### config.mk
export PLATFORM = sky130hd
export DESIGN_NAME = usb_rx_packet_assembler
export DESIGN_NICKNAME = d
export VERILOG_FILES = /design/src/rtl/usb_pkg.sv /design/src/rtl/usb_crc16_byte.sv /design/src/rtl/usb_rx_packet_assembler.sv
export SDC_FILE = /design/constraint.sdc
export NUM_CORES = 1
export LEC_CHECK = 0
export ABC_CLOCK_PERIOD_IN_PS = 3700
export CAP_MARGIN = 40
export CORE_AREA = 4 4 226 272
export CTS_CLUSTER_DIAMETER = 100
export DETAILED_ROUTE_END_ITERATION = 12
export DIE_AREA = 0 0 230 276
export GPL_TIMING_DRIVEN = 0
export PLACE_DENSITY_LB_ADDON = 0.2
export SLEW_MARGIN = 20
export SYNTH_ARGS = -nofsm -noshare
export SYNTH_HDL_FRONTEND = slang
export SYNTH_SLANG_ARGS = --single-unit
### constraint.sdc
create_clock -name clk -period 3.7 [get_ports clk]
set_input_delay 0.74 -clock clk [delete_from_list [all_inputs] [get_ports clk]]
set_output_delay 0.74 -clock clk [all_outputs]
set_load 0.005 [all_outputs]
### src/rtl/usb_pkg.sv
// Shared USB definitions: CRC16 constants and the receive assembler state type.
// Imported by the CRC helper and the packet assembler.
package usb_pkg;

    localparam logic [15:0] CRC16_POLY_REFL = 16'hA001;
    localparam logic [15:0] CRC16_INIT      = 16'hFFFF;
    localparam logic [15:0] CRC16_RESIDUAL  = 16'hB001;

    typedef enum logic {
        COLLECT = 1'b0,
        HOLD    = 1'b1
    } asm_state_e;

endpackage

### src/rtl/usb_crc16_byte.sv
// Combinational USB CRC16 step over one byte, reflected, LSB first.
// Ports: crc_i current CRC, data_i byte, crc_o CRC after the byte.
module usb_crc16_byte
    import usb_pkg::*;
(
    input  logic [15:0] crc_i,
    input  logic [7:0]  data_i,
    output logic [15:0] crc_o
);

    logic [15:0] c;

    always_comb begin
        c = crc_i;
        for (int i = 0; i < 8; i++) begin
            c = (c >> 1) ^ ((c[0] ^ data_i[i]) ? CRC16_POLY_REFL : 16'h0000);
        end
        crc_o = c;
    end

endmodule

### src/rtl/usb_rx_packet_assembler.sv
// Collects received bytes into one fixed-length packet with CRC16 check and
// presents it with valid/ready. Ports: clk, n_rst, rx_byte/new_byte in,
// rx_abort flush, pkt_ready in; pkt_data, pkt_valid, crc_ok, busy, overflow out.
module usb_rx_packet_assembler
    import usb_pkg::*;
#(
    parameter int PAYLOAD_BYTES = 64
) (
    input  logic                           clk,
    input  logic                           n_rst,
    input  logic [7:0]                     rx_byte,
    input  logic                           new_byte,
    input  logic                           rx_abort,
    input  logic                           pkt_ready,
    output logic [(PAYLOAD_BYTES+2)*8-1:0] pkt_data,
    output logic                           pkt_valid,
    output logic                           crc_ok,
    output logic                           busy,
    output logic                           overflow
);

    localparam int NBYTES = PAYLOAD_BYTES + 2;
    localparam int CW     = $clog2(NBYTES);
    localparam logic [CW-1:0] LAST = CW'(NBYTES - 1);

    asm_state_e          state_q;
    logic [CW-1:0]       cnt_q;
    logic [15:0]         crc_q;
    logic [15:0]         crc_d;
    logic [NBYTES*8-1:0] data_q;
    logic                valid_q;
    logic                ok_q;
    logic                busy_q;
    logic                ovf_q;

    // crc_q sits at CRC16_INIT while holding, so crc_d also serves as
    // the CRC of byte 0 when it arrives together with the handshake.
    usb_crc16_byte u_crc (
        .crc_i  (crc_q),
        .data_i (rx_byte),
        .crc_o  (crc_d)
    );

    always_ff @(posedge clk or negedge n_rst) begin
        if (!n_rst) begin
            state_q <= COLLECT;
            cnt_q   <= '0;
            crc_q   <= CRC16_INIT;
            data_q  <= '0;
            valid_q <= 1'b0;
            ok_q    <= 1'b0;
            busy_q  <= 1'b0;
            ovf_q   <= 1'b0;
        end else if (rx_abort) begin
            state_q <= COLLECT;
            cnt_q   <= '0;
            crc_q   <= CRC16_INIT;
            valid_q <= 1'b0;
            ok_q    <= 1'b0;
            busy_q  <= 1'b0;
            ovf_q   <= 1'b0;
        end else begin
            ovf_q <= 1'b0;
            unique case (state_q)
                COLLECT: begin
                    if (new_byte) begin
                        data_q[{cnt_q, 3'b000} +: 8] <= rx_byte;
                        if (cnt_q == LAST) begin
                            state_q <= HOLD;
                            valid_q <= 1'b1;
                            ok_q    <= (crc_d == CRC16_RESIDUAL);
                            busy_q  <= 1'b0;
                            cnt_q   <= '0;
                            crc_q   <= CRC16_INIT;
                        end else begin
                            cnt_q  <= cnt_q + 1'b1;
                            crc_q  <= crc_d;
                            busy_q <= 1'b1;
                        end
                    end
                end
                HOLD: begin
                    if (pkt_ready) begin
                        state_q <= COLLECT;
                        valid_q <= 1'b0;
                        if (new_byte) begin
                            data_q[7:0] <= rx_byte;
                            cnt_q       <= CW'(1);
                            crc_q       <= crc_d;
                            busy_q      <= 1'b1;
                        end
                    end else begin
                        ovf_q <= new_byte;
                    end
                end
                default: state_q <= COLLECT;
            endcase
        end
    end

    assign pkt_data  = data_q;
    assign pkt_valid = valid_q;
    assign crc_ok    = ok_q;
    assign busy      = busy_q;
    assign overflow  = ovf_q;

endmodule

======== Word-level counts from Yosys, hierarchy flattened ========
Cells that the tools add are included.
storage, ports and cells
  bits in read-only memories .............. 0
  RAM bits ................................ 0
  input bits .............................. 13
  latch bits .............................. 0
  memories kept ........................... 0
  register bits ........................... 556
  output and inout bits ................... 532
operators by class
  divide/modulo/power cells ............... 0
  eq/ne operators ......................... 10
  reductions and logical operators ........ 7
  bitwise gates (word level) .............. 18
  muxes and demuxes ....................... 48
  magnitude comparators ................... 0
  multipliers ............................. 0
  add/subtract/negate cells ............... 2
  shift operators ......................... 2
operators with widths
  kind                      count
  $bwmux 528                1
  $shift 8x12->528 const A  1
  $shiftx 8x12->528         1
  $mux 16                   13
  $xor 15x16->16            8
  $mux 7                    5
  $pmux 16 s2               1
  $mux 8                    3
  $mux 1                    20
  $eq 16x16->1 const B      1
  $pmux 8 s2                1
  $pmux 7 s2                1
  $ne 3x3->1 const B        4
  $neg 10->12               1
  $reduce_and 3->1          4
  $ne 2x2->1 const B        4
  $xor 1x1->1               8
  $add 7x1->7 const B       1
  $eq 7x7->1 const B        1
  $pmux 1 s2                3
  $reduce_and 4->1          1
  $reduce_bool 2->1         2
  $not 1->1                 2

======== Logic depth before layout (Yosys ltp) ========
Gate-level depths: netlist of the first run.
  depth after elaboration ................. 29
  depth in mapped cells ................... 12
  mapped depth without buffers ............ 7

======== By module ========
From an unflattened synthesis of the first run, not the netlist that was laid out.
unflattened totals
  cell total of the unflattened synthesis .. 1565
  area, all modules ....................... 23284.8 um2
by module, submodules not included
  module                   sequential area each (um2)  cells each  area an instance (um2)  times used
  usb_rx_packet_assembler  13933.4                     1538        22977.0                 1
  usb_crc16_byte           0.0                         27          307.8                   1

======== Worst setup path before layout of the first run ========
OpenSTA, ideal clock, no wires.
  kind .................................... register to register
  start point ............................. reg cnt_q[0]
  end point ............................... reg data_q[456], in the netlist pkt_data[456]
  path slack .............................. 0.522 ns
  setup time .............................. 0.125 ns
  path buffers ............................ 2
  stages on the path, launching flop included .. 10
  data arrival time ....................... 3.053 ns
  path through ............................ dfrtp_1 > clkbuf_1 > inv_1 > ha_1 > clkbuf_1 > xnor2_1 > o31ai_1 > nand3_1 > nor3_2 > mux2_2
between the ends
  cells in the longest elaborated chain, start to end .. 3
  elaborated cells on any way between the ends .. 4
  classes of those cells .................. add/sub: 1; shift: 2; mux: 1
ends and longest elaborated chain
  item                                                   RTL line                       source
  start: declaration                                     usb_rx_packet_assembler.sv:27  logic [CW-1:0] cnt_q;
  start signal: assignment                               usb_rx_packet_assembler.sv:76  cnt_q <= cnt_q + 1'b1;
  $neg 10->12 (*)                                        usb_rx_packet_assembler.sv:67  data_q[{cnt_q, 3'b000} +: 8] <= rx_byte;
  $shiftx 8x12->528 or $shift 8x12->528 (tied branches)  usb_rx_packet_assembler.sv:67
  $bwmux 528 (*)                                         usb_rx_packet_assembler.sv:67
  end signal: indexed assignment                         usb_rx_packet_assembler.sv:67
  end: declaration                                       usb_rx_packet_assembler.sv:30  logic [NBYTES*8-1:0] data_q;
Every way passes the cells marked *; elsewhere a longest branch is shown, timed or not.
A chain may end at the register's enable or synchronous reset.

======== Worst setup path after layout of the first run ========
  start point ............................. reg cnt_q[0]
  end point ............................... reg data_q[163], in the netlist pkt_data[163]
Same word-level chain as after synthesis.

==> results of run 1 <==
[worst max-delay path, cell delays in order, from the launching register on]
cell	delay, ns
dfrtp_1	0.50
clkbuf_2	0.26
inv_1	0.15
ha_1	0.37
inv_1	0.12
or3_1	0.38
clkbuf_1	0.21
o211ai_1	0.14
buf_2	0.64
nor3_4	0.14
buf_4	0.21
mux2_2	0.28
[registers in the layout, summed over array words and instances, names as in the netlist]
name / cells
cnt_q: 7
crc_ok: 1
pkt_data: 528
crc_q: 16
state_q: 1
overflow: 1
pkt_valid: 1
busy: 1
[final timing paths]
path	start	end	slack, ns	cells past startpoint
setup / recovery	cnt_q[0]	pkt_data[163]	0.17	11
hold / removal	n_rst	pkt_data[290]	0.08	1
setup reg to reg	cnt_q[0]	pkt_data[163]	0.17	11
hold reg to reg	pkt_data[328]	pkt_data[328]	0.48	1
max in group asynchronous	n_rst	pkt_data[84]	1.89	4
min in group clk	pkt_data[328]	pkt_data[328]	0.48	1
[where the power goes]
group	internal [uW]	switching [uW]	leakage [uW]
clock	3660	2430	0.000987
combinational	638	847	0.00680
sequential	6290	109	0.00765
[cell usage after synthesis, drive strengths merged]
cell type    n  share of area (%)
dfrtp      540                 58
mux2       528                 26
and2        77                2.1
nor3        72                3.6
nor2        65                1.0
clkbuf      54               0.87
nand2       38               0.61
and3        26               0.70
xnor2       18               0.68
dfstp       16                1.8
buf         15               0.55
a21oi       12               0.26
o22a        10               0.38
xor2        10               0.38
inv          8               0.13
nand4        8               0.22
nand3        7               0.15
o211ai       7               0.23
o21ai        7               0.15
nand2b       6               0.16
nor2b        6               0.16
nor4         6               0.22
or4          6               0.21
ha           5               0.27
or3          4               0.11
nor3b        3              0.097
o22ai        3              0.081
xnor3        3               0.29
o31ai        2              0.086
a2111o       1              0.048
a211oi       1              0.032
a21bo        1              0.043
a21o         1              0.032
a221o        1              0.043
and3b        1              0.038
and4         1              0.038
o21bai       1              0.032
o311ai       1              0.038
or3b         1              0.038
or4b         1              0.043
or4bb        1              0.048
[cell type report]
| type | instances | area share (%) |
|---|---|---|
| plain buffers | 66 | 1.026 |
| multi-input cells | 941 | 28.01 |
| repair buffers | 595 | 19.03 |
| clock buffers | 81 | 5.166 |
| clock inverters | 25 | 0.9949 |
| diodes | 1 | 0.007653 |
| well taps | 800 | 3.061 |
| flip-flops and latches | 556 | 42.61 |
| inverters | 8 | 0.09184 |
[per-stage QoR]
step                hold slack [ns]  setup TNS, ns  std cells  total power, uW  cell area (sq um)
global route                0.08390      -0.006618       3072            14540              32700
floorplan                    0.4444              0       1574             7150              23240
detailed placement           0.4737         -61.18       2946             7965              30090
finish                      0.07969              0       3073            13980              32700
global placement             0.4709              -       2918             7907              29690
CTS                         0.06289       -0.03648       3057            14140              32390
[logic make-up after synthesis]
group | synth area share (%)
multiplexers | 25.84
flip-flops | 59.95
AO/OA/AOI/OAI | 1.448
buffers and inverters | 1.551
AND/OR/NAND/NOR | 9.589
adder cells (fa/ha/maj) | 0.2692
XOR/XNOR | 1.346
[per-layer routing]
layer	GRT usage, %	routed length, um	vias to the layer above
li1	-	-	6904
met4	8.922	3074	4
met3	5.544	4340	133
met5	0	27	-
met1	29.56	30810	8286
met2	41.30	39310	457
[repair_timing]
item,CTS,global route
setup endpoints to repair,419,455
pin swaps,6,15
setup buffers,7,13
gates resized for setup,31,10
==> run metrics, run 1 <==
number of vias per cell=5.136; RePlAce Congestion=0.8464; clock tree buffer depth=3; aggregate global routing overflow=0; DRT antenna net count=0; run status=finished, final reports clean; P_leak=0.01544 uW; Netlist Area Pre-Place=23240 sq um; vias post-DR=15780; Clk pin slew, worst setup/hold paths=0.06 ns; Seq/Total Area, Yosys=59.95%; FF+latch count, synth=556; num ports=545; setup ws final=0.1706 ns; final hold vios=0; final wirelength=77560 um; initial core utilization=39.32%; post-layout util=55.32%; filler cell count=5027; largest net degree at the start of global routing=104; number of global-route vias before repair=16900; Core Area=59100 sq um; Area growth syn-to-layout=40.70%; first-pass GRT wire length=115300 um; PwrDens=427.6 nW/um^2; Slew HR=41.42%; Highest Clock Rate=283.3 MHz; Starting DRT DRC Count=768; maxcap violations=0; final setup fails=0; full die area=63480 sq um; CP Max Fanout=11; CP arrival=4.02 ns; area of the multi-input gates=9158 sq um; initial antenna violation count=3; Inserted Clock Buffers=57; I/O Buffers=544; Worst EP required=4.19 ns; Tcrit/Tclk final=95.39%; CP startpoint kind=flop; Slew Limit Fails=0; slew of the pin with the lowest slew margin=0.8748 ns; latest clock arrival within the worst-skew pair=0.61 ns; HPWL Detailed=57760 um; Die Wd=230 um; most common cell after layout, fill and taps aside=clkdlybuf4s50_1; Synth Warn #=0; post-route minimum period=3.529 ns; worst min path class=in2async; CTS tree=built; wire length per cell=25.24 um; # DRC=0; library cells used by synthesis=52; most frequent cells in the layout=clkdlybuf4s50_1 (543), dfrtp_1 (540), mux2_2 (510); Reg area=13930 sq um; Global Route Usage Sum=24.02%; Synth Instances=1574; Worst Setup Slack post-DPL=-0.4180 ns; Crit Path Category=reg2reg; CTS sink count=556; Final Skew=0.01396 ns; Initial DRT Pass Iterations=5; Syn Nets=1592; CP endpoint kind=flop; hold buffers post-CTS=0; Die Y=276 um; syn avg cell area=14.76 sq um; num rows=98; Total Nets Final=2243; H-tree levels=2; maximum VDD drop=0.3416 mV; Root Buffer=clkbuf_16; share of cells above drive strength 1=34.46%
(Power assumes the default switching activity.)
==> inputs of run 2 (changes only) <==
Settings changed: ABC_CLOCK_PERIOD_IN_PS 3700 to 3650.
Clock period 3.7 ns to 3.65 ns, I/O delays scaled along.
==> run 2 against run 1 <==
Compared with the run above: register-to-register slack barely moved; critical path depth down 1; die area did not move; non-clock buffer count up 4; flip-flop and latch count stayed put; sequential power grew 1%.
==> run metrics, run 2 (synthesized netlist as in run 1, its figures left out) <==
num rows=98; number of global-route vias before repair=16960; H-tree levels=2; Crit Path Category=reg2reg; Inserted Clock Buffers=57; Slew Limit Fails=0; Placed Instance Area=30090 sq um; Reg-to-Reg End=pkt_data[430]; final wirelength=77680 um; number of vias per cell=5.108; CTS sink count=556; Slew HR=44.53%; Core Area=59100 sq um; wire length per cell=25.24 um; Die Y=276 um; most frequent cells in the layout=clkdlybuf4s50_1 (543), dfrtp_1 (539), mux2_2 (510); Cell Chain, Critical Path=buf_6 -> or3_1 -> buf_2 -> or4_4 -> buf_6 -> a221o_1 -> buf_6 -> buf_6 -> nor3_4 -> mux2_2; final worst hold slack=0.06760 ns; Area growth syn-to-layout=41.00%; r2r worst-path depth=10; GR Util met3=5.503%; num ports=545; post-route cell area=32770 sq um; CP startpoint kind=flop; Worst EP required=4.13 ns; PwrDens=432.4 nW/um^2; GR Util met2=41.47%; DRT antenna net count=0; latest clock arrival within the worst-skew pair=0.60 ns; critical path's most frequent cell=buf_6; HPWL Detailed=57760 um; P_leak=0.01547 uW; first-pass GRT wire length=115500 um; GRT Max-Usage Layer=met2; RSZ-0062 raised after global routing=no; CP Max Fanout=10; largest net degree at the start of global routing=104; reg2reg start=cnt_q[1]; filler cell count=5018; Worst path slowest cell=nor3_4; vias post-DR=15720; delay-heaviest family, CP=simple AND/OR/NAND/NOR gates; met1 Resource Use GR=29.52%; Reg2Reg Setup Slack=0.16 ns; initial antenna violation count=3; Root Buffer=clkbuf_16; worst min path class=in2async; Starting DRT DRC Count=806; CP endpoint kind=flop; aggregate global routing overflow=0; total power=14170 uW; RePlAce Congestion=0.8464; Total Nets Final=2247; Global Route Usage Sum=24.05%; final setup fails=0; Initial DRT Pass Iterations=7; Tcrit/Tclk final=95.60%; placed insts=2946; Clk pin slew, worst setup/hold paths=0.06 ns; maximum VDD drop=0.3468 mV; final hold vios=0; TNS Setup=0 ns; slew of the pin with the lowest slew margin=0.8284 ns; initial core utilization=39.32%; run status=finished, final reports clean; CP arrival=3.97 ns; maxcap violations=0; Final Skew=0.008695 ns; CP bufs+invs=5; CP peak stage delay=0.52 ns; clock tree buffer depth=3; share of cells above drive strength 1=34.67%; Die Wd=230 um; I/O Buffers=544; max reg flops=528; most common cell after layout, fill and taps aside=clkdlybuf4s50_1; # DRC=0; full die area=63480 sq um; CTS tree=built; post-route minimum period=3.489 ns; Highest Clock Rate=286.6 MHz; final non-filler cell total=3077
## run 2: area by class of cell
type | instances | area, sq um | area share [%]
clock inverter | 25 | 325.3 | 0.9928
inverter | 8 | 30.03 | 0.09164
tap | 800 | 1001 | 3.055
buffer | 65 | 334.1 | 1.020
timing repair buffer | 600 | 6277 | 19.16
sequential | 556 | 13930 | 42.53
multi-input combinational | 941 | 9174 | 28.00
antenna | 1 | 2.502 | 0.007637
clock buffer | 81 | 1689 | 5.155
## run 2: worst max path at each step
stage	startpoint	endpoint	slack, ns	depth (start not counted)
after floorplan	cnt_q[0]	pkt_data[456]	0.47	9
after global placement	n_rst	pkt_data[153]	-22.30	1
after detailed placement	cnt_q[0]	pkt_data[115]	-0.47	12
after CTS	cnt_q[0]	pkt_data[77]	-0.06	9
after global routing	cnt_q[0]	pkt_data[429]	0.03	7
final	cnt_q[1]	pkt_data[430]	0.16	10
## run 2: repair_timing
item / 4_1_cts / 5_1_grt
pin swaps: 14 / 8
buffers inserted: 17 / 8
hold buffers: 0 / 0
resized for setup: 32 / 13
endpoints found under the setup margin: 456 / 459
## run 2: worst reg2reg max path: cells and delay by family (launching register included)
| family | cells | cell delay (ns) |
|---|---|---|
| flip-flops | 1 | 0.42 |
| AO/OA/AOI/OAI | 1 | 0.38 |
| multiplexers | 1 | 0.41 |
| AND/OR/NAND/NOR | 3 | 1.30 |
| buffers and inverters | 5 | 0.86 |
## run 2: layer usage
layer	part of all wire, %	wire length [um]
met5	0.037	29
met1	40	30840
met3	5.6	4349
met4	4.0	3137
met2	51	39320
## run 2: report_power, final
group,switching (uW),internal (uW)
logic,859,646
registers,112,6380
clock network,2460,3720
total,3430,10700
## run 2: stage by stage
step,utilization [%],setup WS (ns)
2_1_floorplan,-,0.4719
3_3_place_gp,50.23,-22.30
3_5_place_dp,50.91,-0.4680
4_1_cts,55.04,-0.06067
5_1_grt,55.44,0.03112
6_report,55.44,0.1607
